===== src/rtl/eda_region_ctrl.sv =====
// Traversal controller for regional-maximum detection: raster-scans seed pixels and
// flood-fills each equal-valued 8-connected region through an internal address stack.
module eda_region_ctrl #(
  parameter int M           = 3,
  parameter int N           = 3,
  parameter int ADDR_WIDTH  = 4,
  parameter int STACK_DEPTH = 64
) (
  input  logic                  clk,
  input  logic                  reset_n,
  input  logic                  start,
  output logic                  busy,
  output logic                  done,
  output logic                  win_req,
  output logic [ADDR_WIDTH-1:0] win_addr,
  input  logic                  win_ack,
  input  logic                  center_iterated,
  output logic                  new_pixel,
  input  logic                  compare_out,
  input  logic [7:0]            push_positions,
  output logic                  iter_set,
  output logic [ADDR_WIDTH-1:0] iter_addr,
  output logic                  region_done,
  output logic                  region_is_max,
  output logic [ADDR_WIDTH:0]   region_size,
  output logic                  overflow
);

  localparam int SPW = $clog2(STACK_DEPTH + 1);
  localparam int IW  = (STACK_DEPTH > 1) ? $clog2(STACK_DEPTH) : 1;

  localparam logic [ADDR_WIDTH-1:0] LAST     = ADDR_WIDTH'(M * N - 1);
  localparam logic [ADDR_WIDTH-1:0] ROW      = ADDR_WIDTH'(N);
  localparam logic [ADDR_WIDTH-1:0] ONE      = ADDR_WIDTH'(1);
  localparam logic [ADDR_WIDTH:0]   SIZE_ONE = (ADDR_WIDTH + 1)'(1);
  localparam logic [SPW-1:0]        SP_ONE   = SPW'(1);
  localparam logic [SPW-1:0]        FULL     = SPW'(STACK_DEPTH);

  typedef enum logic [2:0] {
    IDLE, SEED_REQ, POP, FETCH, PUSH, REG_END, DONE
  } state_t;

  state_t state, state_nx;

  logic [ADDR_WIDTH-1:0] seed_addr, cur_addr;
  logic [SPW-1:0]        sp, sp_after;
  logic [7:0]            mask, mask_nx;
  logic                  is_max;
  logic [ADDR_WIDTH:0]   size;
  logic [ADDR_WIDTH-1:0] stack [STACK_DEPTH];

  logic                  clear_run, seed_next, seed_take, pop_en, fetch_take;
  logic                  push_req, push_en;
  logic [ADDR_WIDTH-1:0] push_addr, neigh_addr;
  logic [2:0]            k;

  assign busy = (state != IDLE);

  // Lowest pending neighbour and its address; window offsets skip the centre slot.
  always_comb begin
    k = '0;
    for (int i = 7; i >= 0; i--) begin
      if (mask[i]) k = 3'(i);
    end
    mask_nx    = mask & (mask - 8'd1);
    neigh_addr = cur_addr;
    case (k)
      3'd0: neigh_addr = cur_addr - ROW - ONE;
      3'd1: neigh_addr = cur_addr - ROW;
      3'd2: neigh_addr = cur_addr - ROW + ONE;
      3'd3: neigh_addr = cur_addr - ONE;
      3'd4: neigh_addr = cur_addr + ONE;
      3'd5: neigh_addr = cur_addr + ROW - ONE;
      3'd6: neigh_addr = cur_addr + ROW;
      3'd7: neigh_addr = cur_addr + ROW + ONE;
    endcase
  end

  assign push_en  = push_req && (sp < FULL);
  assign sp_after = sp + SPW'(push_en);

  // NOTE: every signal written below gets a default first, so no path can infer a latch.
  always_comb begin
    state_nx      = state;
    win_req       = 1'b0;
    win_addr      = '0;
    new_pixel     = 1'b0;
    iter_set      = 1'b0;
    iter_addr     = '0;
    region_done   = 1'b0;
    region_is_max = 1'b0;
    region_size   = '0;
    done          = 1'b0;
    clear_run     = 1'b0;
    seed_next     = 1'b0;
    seed_take     = 1'b0;
    pop_en        = 1'b0;
    fetch_take    = 1'b0;
    push_req      = 1'b0;
    push_addr     = '0;
    case (state)
      IDLE: begin
        if (start) begin
          clear_run = 1'b1;
          state_nx  = SEED_REQ;
        end
      end
      SEED_REQ: begin
        win_req  = 1'b1;
        win_addr = seed_addr;
        if (win_ack) begin
          if (center_iterated) begin
            seed_next = 1'b1;
          end else begin
            iter_set  = 1'b1;
            iter_addr = seed_addr;
            push_req  = 1'b1;
            push_addr = seed_addr;
            seed_take = 1'b1;
            state_nx  = POP;
          end
        end
      end
      POP: begin
        pop_en   = 1'b1;
        state_nx = FETCH;
      end
      FETCH: begin
        win_req  = 1'b1;
        win_addr = cur_addr;
        if (win_ack) begin
          new_pixel  = 1'b1;
          fetch_take = 1'b1;
          state_nx   = PUSH;
        end
      end
      PUSH: begin
        if (mask != 8'd0) begin
          iter_set  = 1'b1;
          iter_addr = neigh_addr;
          push_req  = 1'b1;
          push_addr = neigh_addr;
        end
        if (mask_nx == 8'd0) state_nx = (sp_after != '0) ? POP : REG_END;
      end
      REG_END: begin
        region_done   = 1'b1;
        region_is_max = is_max;
        region_size   = size;
        seed_next     = 1'b1;
      end
      DONE: begin
        done     = 1'b1;
        state_nx = IDLE;
      end
      default: state_nx = IDLE;
    endcase
    if (seed_next) state_nx = (seed_addr == LAST) ? DONE : SEED_REQ;
  end

  // NOTE: sequential state uses non-blocking assignments so every register samples pre-edge values.
  always_ff @(posedge clk or negedge reset_n) begin
    if (!reset_n) state <= IDLE;
    else          state <= state_nx;
  end

  always_ff @(posedge clk or negedge reset_n) begin
    if (!reset_n) begin
      seed_addr <= '0;
      cur_addr  <= '0;
      sp        <= '0;
      mask      <= '0;
      is_max    <= 1'b0;
      size      <= '0;
      overflow  <= 1'b0;
    end else begin
      if (clear_run) begin
        seed_addr <= '0;
        overflow  <= 1'b0;
      end
      if (seed_next && (seed_addr != LAST)) seed_addr <= seed_addr + ONE;

      if (clear_run)   sp <= '0;
      else if (pop_en) sp <= sp - SP_ONE;
      else             sp <= sp_after;

      if (pop_en) cur_addr <= stack[IW'(sp - SP_ONE)];

      if (seed_take) begin
        is_max <= 1'b1;
        size   <= '0;
      end else if (fetch_take) begin
        is_max <= is_max & compare_out;
        size   <= size + SIZE_ONE;
      end

      if (fetch_take)          mask <= push_positions;
      else if (state == PUSH)  mask <= mask_nx;

      if (push_req && !push_en) overflow <= 1'b1;
    end
  end

  // NOTE: the stack array is not reset; sp alone decides which entries are live.
  always_ff @(posedge clk) begin
    if (push_en) stack[IW'(sp)] <= push_addr;
  end

endmodule


===== config.mk =====
export PLATFORM = sky130hd
export DESIGN_NAME = eda_region_ctrl
export DESIGN_NICKNAME = d
export VERILOG_FILES = /design/src/rtl/eda_region_ctrl.sv
export SDC_FILE = /design/constraint.sdc
export NUM_CORES = 1
export LEC_CHECK = 0
export ABC_AREA = 1
export CORE_AREA = 8 8 179 181
export DETAILED_ROUTE_END_ITERATION = 7
export DIE_AREA = 0 0 187 189
export GPL_ROUTABILITY_DRIVEN = 0
export GPL_TIMING_DRIVEN = 0
export PLACE_DENSITY_LB_ADDON = 0.15
export REMOVE_ABC_BUFFERS = 1
export SYNTH_ARGS = -nofsm -noshare
export SYNTH_HDL_FRONTEND = slang
export SYNTH_SLANG_ARGS = --single-unit

===== constraint.sdc =====
create_clock -name clk -period 8.7 [get_ports clk]
set_input_delay 2.175 -clock clk [delete_from_list [all_inputs] [get_ports clk]]
set_output_delay 2.175 -clock clk [all_outputs]
set_load 0.05 [all_outputs]

## Word-level counts from Yosys, hierarchy flattened

Memories as Yosys holds them, arrays and structs flattened. A register that Yosys moved wholly into a read port is not among the register bits.
Cells that the tools add are included.

| storage, ports and cells | value |
|---|---|
| logic and storage cells | 117 |
| bits in writable memories | 256 |
| memories kept | 1 |
| register bits | 29 |
| input port bits | 14 |

| cells by class | value |
|---|---|
| reduce and logical (&&, ||, !) cells | 17 |
| eq/ne operators | 21 |
| add/subtract/negate cells | 13 |
| bitwise operators | 2 |
| muxes and demuxes | 55 |
| magnitude comparators | 1 |

Memories:

| memory | depth | bits a word | rd ports | clocked after memory_dff | write ports | RTL line | RTL |
|---|---|---|---|---|---|---|---|
| stack | 64 | 4 | 1 | 1 | 1 | 50 | `logic [ADDR_WIDTH-1:0] stack [STACK_DEPTH];` |

Operators with widths:

| kind | count |
|---|---|
| $mux W3 | 16 |
| $pmux W4 S8 | 1 |
| $eq A3 B3 Y1 const B | 7 |
| $mux W1 | 21 |
| $mux W4 | 5 |
| $pmux W3 S6 | 1 |
| $add A4 B1 Y4 const B | 4 |
| $mux W8 | 2 |
| $pmux W4 S2 | 2 |
| $mux W5 | 3 |
| $ne A3 B3 Y1 const B | 5 |
| $mux W7 | 2 |
| $eq A3 B2 Y1 const B | 4 |
| $sub A4 B1 Y4 const B | 3 |
| $and A8 B8 Y8 | 1 |
| $logic_not A8 Y1 | 1 |
| $reduce_bool A2 Y1 | 4 |
| $reduce_bool A8 Y1 | 1 |
| $sub A8 B1 Y8 const B | 1 |
| $add A7 B1 Y7 | 1 |
| $lt A7 B7 Y1 const B | 1 |
| $reduce_bool A7 Y1 | 1 |
| $sub A7 B1 Y7 const B | 1 |
| $eq A3 B1 Y1 const B | 2 |
| 14 further kinds | 19 |

## Depth between registers and ports, before layout

| depth | value |
|---|---|
| depth in word-level cells | 12 |
| gate-level depth with buffers | 19 |
| mapped depth without buffers | 19 |

## Worst setup path after synthesis

No wires, ideal clock.

| path | value |
|---|---|
| path kind | input to output |
| start point | input port win_ack |
| end point | output port iter_addr[2] |
| arrival time | 6.239 ns |
| cell stages on the path | 6 |
| path slack | 0.286 ns |
| cells stage by stage | inv_1 nor2_1 inv_1 nor2_1 inv_2 o21ai_0 |

| on the way | value |
|---|---|
| longest elaborated chain between the ends | 2 |

Ends and longest elaborated chain:

| item | RTL line | RTL |
|---|---|---|
| start: declaration | 16 | `input logic win_ack,` |
| $mux W4 | 111 | `if (win_ack) begin` |
| $pmux W4 S2 | 101 | `case (state)` |
| end: declaration | 22 | `output logic [ADDR_WIDTH-1:0] iter_addr,` |

No other way between the ends.

## Worst setup path after layout

| path | value |
|---|---|
| start point | input port win_ack |
| end point | output port iter_addr[1] |

Same word-level chain as after synthesis.

==> flow_summary_export.csv <==
group,metric,value,unit
final_layout,area_growth_syn_to_layout,14.6,%
clock_network,h-tree-depth,1,
sta,rsz0062_at_grt,"no",
logic_synthesis,netlist_area,12900,um^2
setup_path,ff2ff_path_depth,13,
sta,hold_slack,0.498,ns
sta,worst_slew_pin_slew,1.10,ns
clock_network,clock_insertion_delay_worst_skew,0.55,ns
logic_synthesis,synthCells,1188,
logic_synthesis,yosysWarnings,0,
sta,clock_skew,0.0115,ns
clock_network,clock_path_buffers,3,
placed_design,dp_hpwl,20.6,mm
clock_network,clock_sinks,289,
min_path,min_delay_path_depth,2,
final_layout,layout_commonest_cell,"edfxtp_1",
route,routed_wl,32.5,mm
setup_path,cp_max_fo,34,
setup_path,crit_required,6.53,ns
final_layout,stdcell_count,1622,
logic_synthesis,synth-seq-cells,289,
final_layout,drive_above_1_share,0.0706,
setup_path,reg2reg_slack,3.92,ns
route,drt_iter0_drc,943,
sta,fin_crit_sh,0.817,
setup_path,cpPeakStageDelay,0.97,ns
route,wl_per_cell,20.0,um
min_path,hold_path_end,"is_max$_DFFE_PN0P_",
power,fin_total_pwr,5.77,mW
min_path,hold_class,"reg2reg",
clock_network,holdBufCountCts,0,
floorplanning,die_w,187,um
grt,grtUsageTotal,0.180,
grt,gr-max-usage-layer,"met2",
setup_path,critPathSlowestCell,"clkdlybuf4s50_1",
setup_path,r2r_end,"cur_addr[3]$_DFFE_PN0P_",
grt,globalRoute.totalOverflow,0,
grt,grtUsageMet1,0.251,
setup_path,path_class,"in2out",
run,cap_viol_max_count,0,
grt,grt_first_pass_wirelength,50.8,mm
sta,fmax,141,MHz
setup_path,timing.critical_path.cells,"clkdlybuf4s50_1 -> inv_1 -> nor2_1 -> inv_1 -> o21ai_4 -> clkdlybuf4s50_1",
min_path,worstHoldStart,"is_max$_DFFE_PN0P_",
floorplanning,die_area,35300,um^2
placed_design,place_ws,1.60,ns
route,drcViolationCount,0,
power,ir_drop,230,uV
logic_synthesis,synth_cell_types,36,
setup_path,cp.buffers_inverters,4,
final_layout,final_area,14700,um^2
clock_network,cts_setup_buffers,0,
sta,maxSlewViolCount,0,
placed_design,post-place-cells,1565,
sta,finalSetupTns,0,ns
grt,antenna_found_initial,0,
final_layout,fin_nets,1232,
outcome,status,"complete, no violations",
clock_network,clk_pin_slew,0.06,ns
logic_synthesis,yosysSeqAreaShare,0.662,
route,ant_nets,0,
final_layout,antenna_cells,0,
grt,grt_pass1_vias,8783,
sta,slew_headroom,0.263,
grt,use_met2,0.286,
power,power.leakage,5.13,nW
logic_synthesis,avgSynthCellArea,10.8,um^2
clock_network,cts_resized,0,
sta,timing.final.ws_setup,1.59,ns
clock_network,cts_tree,"built",
setup_path,critical_path.top_delay_family,"buffers and inverters",
grt,use_met3,0.0256,
setup_path,arrival,4.93,ns
floorplanning,pin_count,35,
grt,grt_max_degree,85,
floorplanning,start_util,0.440,
setup_path,startpoint_type,"input port",
final_layout,final_cell_mix,"edfxtp_1 (256), nor2_1 (238), o21ai_0 (166), nand2_1 (108), inv_1 (71)",
placed_design,portBuffers,34,
floorplanning,row_count,63,
clock_network,cts_root_buf,"clkbuf_16",
final_layout,finish.utilization,0.503,
setup_path,crit_path_end_kind,"output pin",
route,via_count,9114,
setup_path,r2r-start,"sp[0]$_DFF_PN0_",
sta,setup_viol,0,
route,drt-pass1-iter-count,5,
clock_network,numCtsBuffers,31,
placed_design,dpl_cell_area,13800,um^2
route,vias_per_cell,5.62,
sta,period_needed,7.11,ns
floorplanning,die_h,189,um
power,power.density,392,nW/um^2
floorplanning,core,29200,um^2
sta,hold_violations,0,
==> routing by layer <==
layer | vias to the layer above | routed length, um
met4 | 0 | 1000
met1 | 4426 | 14800
li1 | 4316 | -
met2 | 304 | 14800
met5 | - | 0
met3 | 68 | 1870
==> kinds of logic after synthesis <==
| kind of cell | share of synthesized area |
|---|---|
| AND/OR/NAND/NOR | 0.135 |
| AO/OA/AOI/OAI | 0.139 |
| flip-flops | 0.662 |
| buffers and inverters | 0.0431 |
| XOR/XNOR | 0.0108 |
| adder cells (fa/ha/maj) | 0.00973 |
==> synthesized netlist by cell type, drive strengths merged <==
master | count | area, um^2
edfxtp | 256 | 7690
nor2 | 241 | 912
o21ai | 174 | 871
nand2 | 109 | 409
inv | 85 | 319
nand3 | 52 | 260
clkbuf | 50 | 188
o22ai | 47 | 294
dfrtp | 33 | 826
o221ai | 27 | 236
o211ai | 21 | 158
a21oi | 19 | 110
nand4 | 11 | 87.6
xor2 | 11 | 104
ha | 10 | 125
buf | 9 | 43.8
nor3 | 8 | 40.0
a211oi | 4 | 30.0
a31oi | 4 | 25.0
nor4 | 4 | 25.0
xnor2 | 4 | 35.0
o31ai | 3 | 22.5
a21boi | 1 | 11.3
a22o | 1 | 8.76
a22oi | 1 | 7.51
clkinv | 1 | 3.75
o21bai | 1 | 7.51
or2 | 1 | 6.26
==> power breakdown <==
group	switching (mW)	internal, mW	leakage, nW
combinational	1.89	0.856	1.89
sequential	0.131	1.67	2.77
clock	0.520	0.707	0.463
==> how the worst max path moves through the flow <==
stage / endpoint / depth (start not counted) / start / slack (ns)
6_report: iter_addr[1] / 6 / win_ack / 1.59
5_1_grt: iter_addr[2] / 9 / win_ack / 1.42
4_1_cts: iter_addr[2] / 9 / win_ack / 1.58
3_5_place_dp: iter_addr[2] / 9 / win_ack / 1.60
3_3_place_gp: iter_addr[2] / 8 / win_ack / -4.85
2_1_floorplan: iter_addr[2] / 6 / win_ack / 0.29
==> worst reg2reg max path: stages (launching register included) <==
cell and delay [ns]:
dfrtp_4 0.71, buf_16 0.32, inv_4 0.61, buf_16 0.36
ha_2 0.31, xor2_4 0.78, buf_16 0.24, inv_1 0.37
nor2_1 0.20, o21ai_0 0.21, o21ai_1 0.30, nand2_1 0.08
o21ai_0 0.09, a21oi_1 0.06
==> cell type report <==
cell class | count | area, um^2
multi-input combinational | 754 | 3850
fill | 2633 | 14500
tap | 390 | 488
clock inverter | 20 | 141
clock buffer | 37 | 798
timing repair buffer | 46 | 608
inverter | 86 | 325
sequential | 289 | 8520
==> flip-flops by register name, summed over array words and instances, names as in the netlist <==
register / count
is_max: 1
mask: 8
sp: 7
cur_addr: 4
stack: 256
overflow: 1
state: 3
seed_addr: 4
size: 5
Note: power is estimated with default switching activity, not from simulation.
